[src/rtl/trackball_pkg.sv]
// Shared constants and helpers for the trackball quadrature emulator.
// Phase encoding is {a, b}; forward order is PH0 -> PH1 -> PH2 -> PH3 -> PH0.
package trackball_pkg;

    localparam logic [1:0] PH0 = 2'b00;
    localparam logic [1:0] PH1 = 2'b10;
    localparam logic [1:0] PH2 = 2'b11;
    localparam logic [1:0] PH3 = 2'b01;

    function automatic logic [1:0] next_phase(input logic [1:0] ph, input logic fwd);
        logic [1:0] r_nxt;
        r_nxt = PH0;
        case (ph)
            PH0:     r_nxt = fwd ? PH1 : PH3;
            PH1:     r_nxt = fwd ? PH2 : PH0;
            PH2:     r_nxt = fwd ? PH3 : PH1;
            default: r_nxt = fwd ? PH0 : PH2;
        endcase
        return r_nxt;
    endfunction

    // Clamp to +/-(2^(acc_w-1)-1) so the most negative code is never produced.
    function automatic logic signed [31:0] sat_add(input logic signed [31:0] x,
                                                   input logic signed [31:0] y,
                                                   input int unsigned      acc_w);
        logic signed [31:0] lim;
        logic signed [31:0] sum;
        lim = (32'sd1 <<< (acc_w - 1)) - 32'sd1;
        sum = x + y;
        if (sum > lim) begin
            sum = lim;
        end else if (sum < -lim) begin
            sum = -lim;
        end
        return sum;
    endfunction

    function automatic logic signed [1:0] dir2(input logic pos, input logic neg);
        logic signed [1:0] d;
        d = 2'sb00;
        case ({pos, neg})
            2'b10:   d = 2'sb01;
            2'b01:   d = 2'sb11;
            default: d = 2'sb00;
        endcase
        return d;
    endfunction

endpackage

[src/rtl/quad_axis_gen.sv]
// One quadrature axis: a saturating signed backlog of motion drained one phase
// step per shared tick.
module quad_axis_gen
    import trackball_pkg::*;
#(
    parameter int unsigned ACC_W = 10
) (
    input  logic              clk,
    input  logic              reset,
    input  logic signed [8:0] mdelta,
    input  logic signed [1:0] jdelta,
    input  logic              tick,
    output logic              a,
    output logic              b
);

    localparam logic signed [ACC_W+1:0] ONE = (ACC_W + 2)'(1);

    logic signed [ACC_W-1:0] r_pending;
    logic [1:0]              r_phase;
    logic                    w_fwd;
    logic                    w_bwd;
    logic signed [ACC_W+1:0] w_delta;
    logic signed [ACC_W-1:0] w_pending_d;

    always_comb begin
        w_fwd   = tick && !r_pending[ACC_W-1] && (r_pending != '0);
        w_bwd   = tick && r_pending[ACC_W-1];
        w_delta = (ACC_W + 2)'(mdelta) + (ACC_W + 2)'(jdelta);
        // The step direction comes from the pre-update backlog.
        if (w_fwd) begin
            w_delta = w_delta - ONE;
        end else if (w_bwd) begin
            w_delta = w_delta + ONE;
        end
        w_pending_d = ACC_W'(sat_add(32'(r_pending), 32'(w_delta), ACC_W));
    end

    always_ff @(posedge clk) begin
        if (reset) begin
            r_pending <= '0;
            r_phase   <= PH0;
        end else begin
            r_pending <= w_pending_d;
            if (w_fwd || w_bwd) begin
                r_phase <= next_phase(r_phase, w_fwd);
            end
        end
    end

    assign a = r_phase[1];
    assign b = r_phase[0];

endmodule

[src/rtl/trackball_quad_gen.sv]
// Turns host mouse deltas and joystick directions into rate-limited trackball
// quadrature pairs for the LETA interface.
module trackball_quad_gen
    import trackball_pkg::*;
#(
    parameter int unsigned STEP_DIV = 64,
    parameter int unsigned JOY_DIV  = 4096,
    parameter int unsigned ACC_W    = 10
) (
    input  logic              clk,
    input  logic              reset,
    input  logic              mouse_strobe,
    input  logic signed [8:0] mouse_dx,
    input  logic signed [8:0] mouse_dy,
    input  logic              joy_right,
    input  logic              joy_left,
    input  logic              joy_up,
    input  logic              joy_down,
    output logic              h_a,
    output logic              h_b,
    output logic              v_a,
    output logic              v_b
);

    localparam int unsigned SW = $clog2(STEP_DIV);
    localparam int unsigned JW = $clog2(JOY_DIV);
    localparam logic [SW-1:0] STEP_LOAD = SW'(STEP_DIV - 1);
    localparam logic [JW-1:0] JOY_LOAD  = JW'(JOY_DIV - 1);

    logic [SW-1:0]     r_step_cnt;
    logic [JW-1:0]     r_joy_cnt;
    logic              w_step_tick;
    logic              w_joy_tick;
    logic signed [8:0] w_mdx;
    logic signed [8:0] w_mdy;
    logic signed [1:0] w_jdx;
    logic signed [1:0] w_jdy;

    always_comb begin
        w_step_tick = (r_step_cnt == '0);
        w_joy_tick  = (r_joy_cnt == '0);
        w_mdx       = mouse_strobe ? mouse_dx : 9'sd0;
        w_mdy       = mouse_strobe ? mouse_dy : 9'sd0;
        w_jdx       = w_joy_tick ? dir2(joy_right, joy_left) : 2'sb00;
        w_jdy       = w_joy_tick ? dir2(joy_up, joy_down) : 2'sb00;
    end

    always_ff @(posedge clk) begin
        if (reset) begin
            r_step_cnt <= STEP_LOAD;
            r_joy_cnt  <= JOY_LOAD;
        end else begin
            r_step_cnt <= w_step_tick ? STEP_LOAD : r_step_cnt - SW'(1);
            r_joy_cnt  <= w_joy_tick ? JOY_LOAD : r_joy_cnt - JW'(1);
        end
    end

    quad_axis_gen #(
        .ACC_W (ACC_W)
    ) u_axis_h (
        .clk    (clk),
        .reset  (reset),
        .mdelta (w_mdx),
        .jdelta (w_jdx),
        .tick   (w_step_tick),
        .a      (h_a),
        .b      (h_b)
    );

    quad_axis_gen #(
        .ACC_W (ACC_W)
    ) u_axis_v (
        .clk    (clk),
        .reset  (reset),
        .mdelta (w_mdy),
        .jdelta (w_jdy),
        .tick   (w_step_tick),
        .a      (v_a),
        .b      (v_b)
    );

endmodule

[config.mk]
export PLATFORM = sky130hd
export DESIGN_NAME = trackball_quad_gen
export DESIGN_NICKNAME = d
export VERILOG_FILES = /design/src/rtl/trackball_pkg.sv /design/src/rtl/quad_axis_gen.sv /design/src/rtl/trackball_quad_gen.sv
export SDC_FILE = /design/constraint.sdc
export NUM_CORES = 1
export LEC_CHECK = 0
export BUFFER_PORTS_ARGS = -buffer_cell sky130_fd_sc_hd__buf_2
export CAP_MARGIN = 10
export CORE_MARGIN = 3
export CORE_UTILIZATION = 35
export DETAILED_ROUTE_END_ITERATION = 6
export HOLD_SLACK_MARGIN = 0.05
export SYNTH_ARGS = -nofsm -noshare
export SYNTH_HDL_FRONTEND = slang
export SYNTH_SLANG_ARGS = --single-unit
[constraint.sdc]
create_clock -name clk -period 12.4 [get_ports clk]
set_clock_uncertainty 0.15 [all_clocks]
set_input_delay 1.24 -clock clk [delete_from_list [all_inputs] [get_ports clk]]
set_output_delay 1.24 -clock clk [all_outputs]
set_load 0.05 [all_outputs]
==> reports/results.tsv <==
metric	value	unit
outcome	completed	
wl_per_cell	14.00	um
area_growth	9.634	%
synth-compound-area-share	24.62	%
layout.nets	719	
grt_usage	15.39	%
crit_path_start	joy_right	
rsz0062_at_grt	false	
synth_warnings	0	
end_kind	register	
reg2reg_to	u_axis_h.r_pending[1]	
yosysTopAreaCellShare	17.45	%
dp_slack	5.619	ns
drtPass1Iterations	5	
hold_viol_final	0	
grt_pass1_vias	4178	
die_y	123.3	um
p_int	0.3611	mW
crit_fanout	7	
power_per_cell_area	111.7	mW/mm^2
grt_pass1_wl	19400	um
final_area	0.005283	mm^2
path_class	in2reg	
crit_family	simple AND/OR/NAND/NOR gates	
synth_top_family_by_area	simple AND/OR/NAND/NOR gates	
cp.arrival	6.55	ns
max-cap-violations	0	
busiest_layer	met2	
p_sw	0.2292	mW
clkTransAtPathRegs	0.06	ns
pwr-share-seq	31.0	%
cts_setup_buffers	0	
clock_latency	0.28	ns
hpwl	9288	um
critPathCapture	u_axis_h.r_pending[1]	
grtUsageMet1	20.06	%
synth_cell_types	78	
yosys-top-cells-area	dfxtp_1, ha_1, xnor2_1	
fmax	154.3	MHz
routed_wl	11510	um
core	0.01335	mm^2
async_flop_share	0	%
route.detailed.drc	0	
start_util	36.10	%
drive_above_1_share	9.133	%
synth_xor_area_share	11.56	%
die_w	123.3	um
timing.rr.start	r_joy_cnt[0]	
comb_power_share	43.7	%
pin_count	29	
synth-simple-area-share	28.46	%
crit_path_frequent_cell	ha_1	
worstPathRequired	12.46	ns
ys_seq_area_share	17.45	%
maxSlewViolCount	0	
switching_share	38.83	%
synthTopCellsByCount	nand2_1, nor2_1, ha_1	
diodes	0	
overflow	0	
cts_tree	built	
p_leak	2.234	nW
syn_area_per_cell	7.747	um^2
drt_iter0_markers	321	
yosysMostFrequentCell	nand2_1	
synth_largest_area_cell	dfxtp_1	
path_buf_inv	2	
power_frac_clock	25.3	%
crit_cells	24	
portBuffers	28	
synth-seq-cells	42	
synth_edf_count	0	
use_met3	1.830	%
grt_max_degree	32	
synthAdderAreaFrac	13.04	%
setup_viol	0	
gp_congestion	0.9245	
min_path_type	reg2reg	
relSlewSlack	47.14	%
slowest_stage	nor3_1	
worst_slack	5.919	ns
fin_crit	6.481	ns
via_count	4543	
crit_chain	buf_2 -> inv_1 -> ha_1 -> and3b_1 -> nand4_1 -> xnor2_1 -> ha_1 -> nor2_1 -> a22oi_1 -> mux2i_1 -> xnor2_1 -> nand3_1 -> or2_1 -> nor3_1 -> nor2_1 -> xor2_1 -> ha_1 -> nor4_1 -> a211oi_1 -> o21ai_0 -> nand4_1 -> nor3_1 -> nor2b_1 -> a21oi_1	
synth.area.mux_share	1.246	%
fin_util	39.58	%
cts-root-buf	clkbuf_16	
die_area	0.01521	mm^2
cts.repair.resized	0	
cts.sinks	42	
ir_worst_vdd	0.07256	mV
viasPerCell	5.527	
cts_buffer_depth	2	
grtUsageMet2	27.56	%
place_area	0.005116	mm^2
synth_cells	622	
antenna_left	0	
rows	42	
start_kind	input pin	
whs	0.2551	ns
cts_made_buffers	5	
worstRegToRegCells	22	
syn_nets	696	
synth_area	0.004818	mm^2
finalCritPeriodShare	52.27	%
rrSetupSlack	6.06	ns
h-tree-depth	2	
synthFlopType	dfxtp_1	
postCtsHoldBufs	0	
antenna_found_initial	0	
max_stage_delay	0.64	ns
finalSetupTns	0	ns
worst_pin_slew	0.7869	ns
## layout make-up
cell class	instances	area, um^2
Tap cell	176	220.2
Sequential cell	42	840.8
Multi-Input combinational cell	539	3802
Fill cell	1388	8065
Clock buffer	6	128.9
Clock inverter	2	37.54
Timing Repair Buffer	29	147.6
Inverter	28	105.1
## metrics by stage
| stage | std cells | power, mW |
|---|---|---|
| after floorplan | 622 | 0.3828 |
| after global placement | 814 | 0.4369 |
| after detailed placement | 814 | 0.4417 |
| after CTS | 822 | 0.5951 |
| after global routing | 822 | 0.6379 |
| final | 822 | 0.5903 |
## power by group through the flow
stage / registers, mW / logic, mW / clock network, mW
after floorplan: 0.184 / 0.199 / 0
after detailed placement: 0.186 / 0.256 / 0
after global routing: 0.185 / 0.293 / 0.159
after CTS: 0.183 / 0.258 / 0.153
after global placement: 0.185 / 0.252 / 0
final: 0.183 / 0.258 / 0.149
## flip-flops by register name, summed over array words and instances, names as in the netlist
| signal | cells |
|---|---|
| u_axis_v.r_phase | 2 |
| u_axis_h.r_pending | 10 |
| r_step_cnt | 6 |
| r_joy_cnt | 12 |
| u_axis_v.r_pending | 10 |
| u_axis_h.r_phase | 2 |
## worst reg2reg max path, stage by stage, from the launching register on
cell	delay [ns]
dfxtp_1	0.33
inv_1	0.11
ha_1	0.18
nand2b_1	0.16
nor4_4	0.59
and2_1	0.21
ha_1	0.23
a221oi_1	0.45
mux2i_1	0.18
xnor2_1	0.41
nand3_1	0.15
or2_1	0.28
nor3_1	0.30
nor2_1	0.10
xor2_1	0.16
ha_1	0.26
nor4_1	0.43
a211oi_1	0.16
o21ai_0	0.33
nand4_1	0.17
nor3_1	0.64
nor2b_1	0.14
a21oi_1	0.15
## layout by cell type (no fill, tap or decap), types with 9 or more instances in the layout
cell / count
nand2_1: 63
dfxtp_1: 42
xnor2_1: 33
nor4_1: 10
nor2_1: 53
and2_1: 12
a21oi_1: 30
nand2b_1: 14
xor2_1: 20
o21ai_0: 39
a211oi_1: 9
nor3_1: 22
ha_1: 47
nand3_1: 17
inv_1: 28
buf_2: 28
## worst min-delay path by stage
| stage | startpoint | to | cells past startpoint |
|---|---|---|---|
| final | r_step_cnt[0] | r_step_cnt[0] | 1 |
| after global routing | r_joy_cnt[0] | r_joy_cnt[0] | 1 |
| after CTS | r_step_cnt[0] | r_step_cnt[0] | 1 |
| after detailed placement | r_step_cnt[0] | r_step_cnt[0] | 1 |
| after global placement | r_step_cnt[0] | r_step_cnt[0] | 1 |
| after floorplan | r_step_cnt[0] | r_step_cnt[0] | 1 |
## routing by layer
metal / share of wire (%) / up-vias
met5: 0 / -
met1: 46 / 2116
li1: - / 2344
met3: 3.5 / 11
met4: 1.0 / 0
met2: 49 / 72
## cells by family (layout without fill, tap and decap cells)
logic type	count (synthesis)	in the layout
xor+xnor	58	58
simple gates	255	255
flops	42	42
buf+inv	41	65
compound gates	171	171
mux	6	6
fa+ha+maj	49	49
No activity file was read; power rests on OpenSTA's default activity.
